File: config.mk
export PLATFORM = sky130hd
export DESIGN_NAME = regfile_dump_reader_flat
export DESIGN_NICKNAME = d
export VERILOG_FILES = /design/src/rtl/regdump_pkg.sv /design/src/rtl/regfile_dump_reader_if.sv /design/src/rtl/regdump_out_stage.sv /design/src/rtl/regfile_dump_reader.sv /design/src/flat_wrapper.sv
export SDC_FILE = /design/constraint.sdc
export NUM_CORES = 1
export LEC_CHECK = 0
export BUFFER_PORTS_ARGS = -buffer_cell sky130_fd_sc_hd__buf_4
export CAP_MARGIN = 20
export CORE_AREA = 2 2 56 110
export DETAILED_ROUTE_END_ITERATION = 8
export DIE_AREA = 0 0 58 112
export GPL_TIMING_DRIVEN = 0
export PLACE_DENSITY = 0.73
export SYNTH_ARGS = -nofsm -noshare
export SYNTH_HDL_FRONTEND = slang
export SYNTH_SLANG_ARGS = --single-unit
File: constraint.sdc
create_clock -name clk -period 1.72 [get_ports clk]
set_input_delay 0 -clock clk [delete_from_list [all_inputs] [get_ports clk]]
set_output_delay 0 -clock clk [all_outputs]
set_load 0.05 [all_outputs]
File: src/rtl/regdump_pkg.sv
// Shared types and helpers for the register-file dump reader.
// State SUM is only reachable when REGDUMP_CHECKSUM_EN is defined.
package regdump_pkg;

    localparam int DEF_NREGS = 32;
    localparam int DEF_AW    = 5;
    localparam int DEF_DW    = 32;

    typedef enum logic [1:0] {
        IDLE = 2'd0,
        RUN  = 2'd1,
        SUM  = 2'd2
    } state_t;

    // Number of words in a wrapping first..last range.
    function automatic int unsigned word_count(input int unsigned first,
                                               input int unsigned last,
                                               input int unsigned nregs);
        return ((last + nregs - first) % nregs) + 1;
    endfunction

endpackage

File: src/rtl/regfile_dump_reader_if.sv
// Valid/ready output stream of the register-file dump reader.
// master drives the word, slave returns out_ready.
interface regfile_dump_reader_if #(
    parameter int AW = 5,
    parameter int DW = 32
);
    logic          out_valid;
    logic          out_ready;
    logic [DW-1:0] out_data;
    logic [AW-1:0] out_addr;
    logic          out_last;
    logic          out_is_sum;

    modport master (
        output out_valid, out_data, out_addr, out_last, out_is_sum,
        input  out_ready
    );

    modport slave (
        input  out_valid, out_data, out_addr, out_last, out_is_sum,
        output out_ready
    );
endinterface

File: src/rtl/regdump_out_stage.sv
// Single-entry valid/ready output register for the dump stream.
// Accepts a new word whenever it is empty or its word leaves this cycle.
module regdump_out_stage #(
    parameter int AW = 5,
    parameter int DW = 32
) (
    input  logic          clk,
    input  logic          clr,
    input  logic          load,
    input  logic [DW-1:0] in_data,
    input  logic [AW-1:0] in_addr,
    input  logic          in_last,
    input  logic          in_is_sum,
    output logic          can_load,
    output logic          valid,
    input  logic          ready,
    output logic [DW-1:0] data,
    output logic [AW-1:0] addr,
    output logic          last,
    output logic          is_sum
);

    assign can_load = !valid || ready;

    // output stage boundary
    always_ff @(posedge clk) begin
        if (clr) begin
            valid  <= 1'b0;
            data   <= '0;
            addr   <= '0;
            last   <= 1'b0;
            is_sum <= 1'b0;
        end else if (load && can_load) begin
            valid  <= 1'b1;
            data   <= in_data;
            addr   <= in_addr;
            last   <= in_last;
            is_sum <= in_is_sum;
        end else if (ready) begin
            valid  <= 1'b0;
        end
    end

endmodule

File: src/rtl/regfile_dump_reader.sv
// Register-file dump engine: walks first..last (wrapping) on a read port and streams words out.
// Define REGDUMP_CHECKSUM_EN to append a mod-2^DW checksum word after the register words.
module regfile_dump_reader
    import regdump_pkg::*;
#(
    parameter int NREGS = DEF_NREGS,
    parameter int AW    = DEF_AW,
    parameter int DW    = DEF_DW
) (
    input  logic                  clk,
    input  logic                  clr,
    input  logic                  start,
    input  logic [AW-1:0]         first_addr,
    input  logic [AW-1:0]         last_addr,
    output logic [AW-1:0]         rf_addr,
    input  logic [DW-1:0]         rf_data,
    regfile_dump_reader_if.master dump,
    output logic                  busy,
    output logic                  done
);

    localparam int CW = AW + 1;

    state_t        state, state_nxt;
    logic [AW-1:0] ptr;
    logic [CW-1:0] rem;
    logic          accept_start, final_acc, pending, can_load, fetch;
    logic          ld, ld_last, ld_is_sum;
    logic [DW-1:0] ld_data;
    logic [AW-1:0] ld_addr;

    // start is ignored during the done cycle so a dump never restarts on its own pulse
    assign accept_start = (state == IDLE) && start && !done;
    assign final_acc    = dump.out_valid && dump.out_ready && dump.out_last;
    assign pending      = (state == RUN) && (rem != '0);
    assign fetch        = pending && can_load;
    assign busy         = (state != IDLE);

    always_ff @(posedge clk) begin
        if (clr) state <= IDLE;
        else     state <= state_nxt;
    end

    always_comb begin
        state_nxt = state;
        case (state)
            IDLE: if (accept_start) state_nxt = RUN;
`ifdef REGDUMP_CHECKSUM_EN
            RUN:  if (fetch && rem == CW'(1)) state_nxt = SUM;
            SUM:  if (final_acc) state_nxt = IDLE;
`else
            RUN:  if (final_acc) state_nxt = IDLE;
`endif
            default: state_nxt = IDLE;
        endcase
    end

`ifdef REGDUMP_CHECKSUM_EN
    logic [DW-1:0] acc;

    always_ff @(posedge clk) begin
        if (clr || accept_start) acc <= '0;
        else if (fetch)          acc <= acc + rf_data;
    end
`endif

    always_comb begin
        rf_addr   = '0;
        ld        = 1'b0;
        ld_data   = rf_data;
        ld_addr   = ptr;
        ld_last   = 1'b0;
        ld_is_sum = 1'b0;
        case (state)
            RUN: begin
                if (pending) begin
                    rf_addr = ptr;
                    ld      = 1'b1;
                end
`ifndef REGDUMP_CHECKSUM_EN
                ld_last = (rem == CW'(1));
`endif
            end
`ifdef REGDUMP_CHECKSUM_EN
            SUM: begin
                // load the checksum once; it is held until accepted
                ld        = !(dump.out_valid && dump.out_is_sum);
                ld_data   = acc;
                ld_addr   = '0;
                ld_last   = 1'b1;
                ld_is_sum = 1'b1;
            end
`endif
            default: ;
        endcase
    end

    always_ff @(posedge clk) begin
        if (clr) begin
            ptr  <= '0;
            rem  <= '0;
            done <= 1'b0;
        end else begin
            done <= final_acc;
            if (accept_start) begin
                ptr <= first_addr;
                rem <= CW'(word_count(int'(first_addr), int'(last_addr), NREGS));
            end else if (fetch) begin
                ptr <= ptr + AW'(1);
                rem <= rem - CW'(1);
            end
        end
    end

    regdump_out_stage #(.AW(AW), .DW(DW)) u_out (
        .clk       (clk),
        .clr       (clr),
        .load      (ld),
        .in_data   (ld_data),
        .in_addr   (ld_addr),
        .in_last   (ld_last),
        .in_is_sum (ld_is_sum),
        .can_load  (can_load),
        .valid     (dump.out_valid),
        .ready     (dump.out_ready),
        .data      (dump.out_data),
        .addr      (dump.out_addr),
        .last      (dump.out_last),
        .is_sum    (dump.out_is_sum)
    );

endmodule

File: src/flat_wrapper.sv
// flat-port wrapper written by rule: the top's interface ports become plain ports
module regfile_dump_reader_flat import regdump_pkg::*;
#(
    parameter int NREGS = DEF_NREGS,
    parameter int AW    = DEF_AW,
    parameter int DW    = DEF_DW
)
  (clk, clr, start, first_addr, last_addr, rf_addr, rf_data, busy, done, dump_out_valid, dump_out_data, dump_out_addr, dump_out_last, dump_out_is_sum, dump_out_ready);
  regfile_dump_reader_if #(.AW(AW), .DW(DW)) dump_i ();
  input  logic clk;
  input  logic clr;
  input  logic start;
  input  logic [AW-1:0] first_addr;
  input  logic [AW-1:0] last_addr;
  output logic [AW-1:0] rf_addr;
  input  logic [DW-1:0] rf_data;
  output logic busy;
  output logic done;
  output wire logic [$bits(dump_i.out_valid)-1:0] dump_out_valid;
  output wire logic [$bits(dump_i.out_data)-1:0] dump_out_data;
  output wire logic [$bits(dump_i.out_addr)-1:0] dump_out_addr;
  output wire logic [$bits(dump_i.out_last)-1:0] dump_out_last;
  output wire logic [$bits(dump_i.out_is_sum)-1:0] dump_out_is_sum;
  input wire logic [$bits(dump_i.out_ready)-1:0] dump_out_ready;
  assign dump_out_valid = dump_i.out_valid;
  assign dump_out_data = dump_i.out_data;
  assign dump_out_addr = dump_i.out_addr;
  assign dump_out_last = dump_i.out_last;
  assign dump_out_is_sum = dump_i.out_is_sum;
  assign dump_i.out_ready = dump_out_ready;
  regfile_dump_reader #(.NREGS(NREGS), .AW(AW), .DW(DW)) u_core (.clk(clk), .clr(clr), .start(start), .first_addr(first_addr), .last_addr(last_addr), .rf_addr(rf_addr), .rf_data(rf_data), .dump(dump_i), .busy(busy), .done(done));
endmodule
==> impl_metrics.csv <==
group,metric,value,unit
yosys,ys.flop_type,"dfxtp_1",
final_layout,drive_gt1_frac,0.327,
yosys,synth_fa_ha_area_frac,0.0565,
critical_path,crit_slowest_cell,"or4_4",
timing,period_share,1.05,
final_layout,regArea,1050,µm²
timing,worst_pin_slew,531,ps
timing,finalCriticalPeriod,1810,ps
final_layout,fin_nets,477,
global_route,gr-total-overflow,0,
timing,report.final.slew_viol_count,0,
yosys,synthArstFlopShare,0,
clocking,cts_buffers,5,
critical_path,path_buf_inv,2,
yosys,synth_edf_count,0,
floorplan,ioPinCount,93,
final_layout,multi_input_area,1220,µm²
placed_design,dp.final_hpwl,4700,µm
yosys,synth_top_family_by_area,"simple AND/OR/NAND/NOR gates",
yosys,synth_compound_area_frac,0.164,
routing,drt-initial-drc-count,112,
critical_path,startpoint_type,"flip-flop",
yosys,yosysUniqueCellTypes,42,
yosys,ys_ff_latch,52,
floorplan,start_util,0.415,
yosys,synthTopCellsByArea,"dfxtp_1 44%, nand2_1 13%, a21oi_1 9.4%, ha_1 4.8%, a211oi_1 2.2%",
power,power_density,961,nW/µm²
routing,avgRoutedWirePerCell,13.8,µm
routing,antenna_left,0,
clocking,ctsLongestPathBuffers,2,
global_route,grt_pass1_vias,2326,
power,pwr-share-seq,0.389,
critical_path,cp-end-kind,"flip-flop",
timing,finalHoldViolCount,0,
clocking,worstSkewPairLatency,290,ps
floorplan,die_area,6500,µm²
critical_path,worst_ep_required_time,1880,ps
timing,fmax,552,MHz
placed_design,gp_congestion,0.778,
worst_hold_path,hp-class,"in2reg",
yosys,synth_top_area_share,0.443,
global_route,grt_start_max_net_pins,16,
routing,vias,2446,
timing,slew_headroom,0.646,
yosys,syn_area,2350,µm²
yosys,postSynthAreaPerCell,8.15,µm²
clocking,clock_sinks,52,
power,fin_total_pwr,3.57,mW
timing,rsz0062_at_grt,"yes",
status,violations,"negative setup slack",
timing,worst_hold_slack,11.3,ps
yosys,synthesis.nets,344,
placed_design,io_buffer_count,90,
routing,dr.pass1.iters,4,
timing,finalSetupViolations,41,
routing,postRouteWirelength,6660,µm
run,timing.max_cap.violations,0,
yosys,synth_cells,288,
floorplan,core_area,5660,µm²
clocking,cts_tree,"yes",
power,internal_power,2.38,mW
floorplan,num_rows,39,
power,leakage,1.61,nW
yosys,synth_mux_area_frac,0.00479,
critical_path,path_cells,"or4_4, o211a_4, buf_8, buf_12, o211ai_2, a21oi_2",
yosys,yosys.area_share.simple,0.226,
critical_path,cp_max_fo,10,
power,p_comb_frac,0.328,
yosys,synth_area_leader_cell,"dfxtp_1",
timing,setup_slack,-90.8,ps
power,swShare,0.334,
yosys,synth_xor_area_frac,0.0410,
floorplan,die_y,112,µm
power,clockPowerShare,0.283,
global_route,grt_antenna_before_repair,0,
critical_path,crit_family,"simple AND/OR/NAND/NOR gates",
critical_path,crit_path_max_incr_delay,560,ps
power,vdd_drop_max,1.06,mV
routing,drc,0,
critical_path,arrival,1970,ps
clocking,clkSlewWorstSetupHoldPaths,70,ps
status,status,"finished, violations left",
routing,avgViaCountPerCell,5.06,
final_layout,antenna_cells,0,
global_route,globalRouteTotalUtil,0.210,
yosys,seq_area_frac_synth,0.443,
floorplan,chipWidth,58,µm
power,p_switching,1.19,mW
timing,clock_skew,3.84,ps
yosys,ys_warn_count,0,
final_layout,syn_to_final_growth,58.2,%
global_route,grt_pass1_wl,10600,µm
critical_path,crit_type,"reg2reg",
final_layout,fillers,495,
clocking,htreeDepth,2,
clocking,root_buffer,"clkbuf_16",
[stage by stage]
step | setup TNS, ps | cells | area, µm² | worst slack [ps] | utilization
2_1_floorplan | -4.90 | 288 | 2360 | -4.90 | -
3_3_place_gp | -4470 | 439 | 3120 | -143 | 0.550
3_5_place_dp | -4780 | 439 | 3120 | -156 | 0.550
4_1_cts | -931 | 480 | 3630 | -82.2 | 0.641
5_1_grt | -4250 | 483 | 3710 | -129 | 0.656
6_report | -1630 | 483 | 3710 | -90.8 | 0.656
[state kept, by name, summed over array words and instances, names as in the netlist]
| register | flops |
|---|---|
| u_core.done | 1 |
| u_core.ld_addr | 5 |
| u_core.rem | 6 |
| u_core.state | 1 |
| u_core.u_out.addr | 5 |
| u_core.u_out.data | 32 |
| u_core.u_out.last | 1 |
| u_core.u_out.valid | 1 |
[tightest hold or removal path: cells and delay by family]
kind	cells	cell delay, ps
AND/OR/NAND/NOR	2	150
buffers and inverters	1	110
[layer usage]
| metal | vias to the layer above | track usage | share of wire |
|---|---|---|---|
| li1 | 1222 | - | - |
| met1 | 1140 | 0.209 | 0.34 |
| met2 | 66 | 0.398 | 0.58 |
| met3 | 18 | 0.0221 | 0.039 |
| met4 | 0 | 0.112 | 0.037 |
| met5 | - | 0 | 0 |
[final cells by class]
class / count / share of cell area
clock buffers: 7 / 0.0384
multi-input cells: 205 / 0.328
plain buffers: 18 / 0.0350
flip-flops and latches: 52 / 0.282
well taps: 61 / 0.0205
inverters: 13 / 0.0131
repair buffers: 126 / 0.281
clock inverters: 1 / 0.00202
[placed cells by master, fill, tap and decap left out, types with 4 or more instances in the layout]
master,netlist,final
dfxtp_2,0,5
buf_2,4,4
dlygate4sd3_1,0,32
nand2_2,1,5
inv_1,13,12
ha_1,9,9
nor2_1,12,12
a21oi_1,44,42
a211oi_1,7,5
buf_4,1,94
clkbuf_1,10,8
clkbuf_16,0,6
nand2_1,81,76
xnor2_1,6,5
and2_1,5,5
xor2_1,5,4
dfxtp_1,52,47
[synth_stat cells (all sizes together), types with 4 or more instances]
cell,count
a21oi,45
nand3,4
a211oi,7
buf,8
dfxtp,52
xnor2,6
ha,9
and2,5
nand2,82
clkbuf,10
nor2,12
xor2,5
inv,13
[power groups by stage]
stage          registers [mW]  logic [mW]  clock network (mW)
2_1_floorplan            1.64       0.473                   0
3_3_place_gp             1.41        1.01                   0
3_5_place_dp             1.41        1.02                   0
4_1_cts                  1.39        1.12                1.03
5_1_grt                  1.40        1.26                1.06
6_report                 1.39        1.17                1.01
[logic make-up after synthesis]
logic type	Yosys count
buffers and inverters	31
other	1
AOI/OAI and AO/OA	62
muxes	1
xor gates and xnor gates	11
and+or+nand+nor	120
DFF	52
adders and majority gates	10
[what timing repair did]
item,in CTS,in global routing
pin swaps,6,11
resized for setup,14,13
hold buffers,32,0
setup buffers,1,2
cloned,0,1
hold endpoints to repair,32,0
setup endpoints to repair,52,52
[worst paths after layout]
path | slack [ps] | startpoint | cells after the start | end
max reg2reg | -90 | u_core.rem[5]$_SDFFE_PP0P_ | 6 | u_core.rem[1]$_SDFFE_PP0P_
max | -90 | u_core.rem[5]$_SDFFE_PP0P_ | 6 | u_core.rem[1]$_SDFFE_PP0P_
min reg2reg | 450 | u_core.u_out.data[15]$_SDFFE_PP0P_ | 2 | u_core.u_out.data[15]$_SDFFE_PP0P_
min | 10 | dump_out_ready | 3 | u_core.done$_SDFF_PP0_
Note: power is estimated with default switching activity, not from simulation.
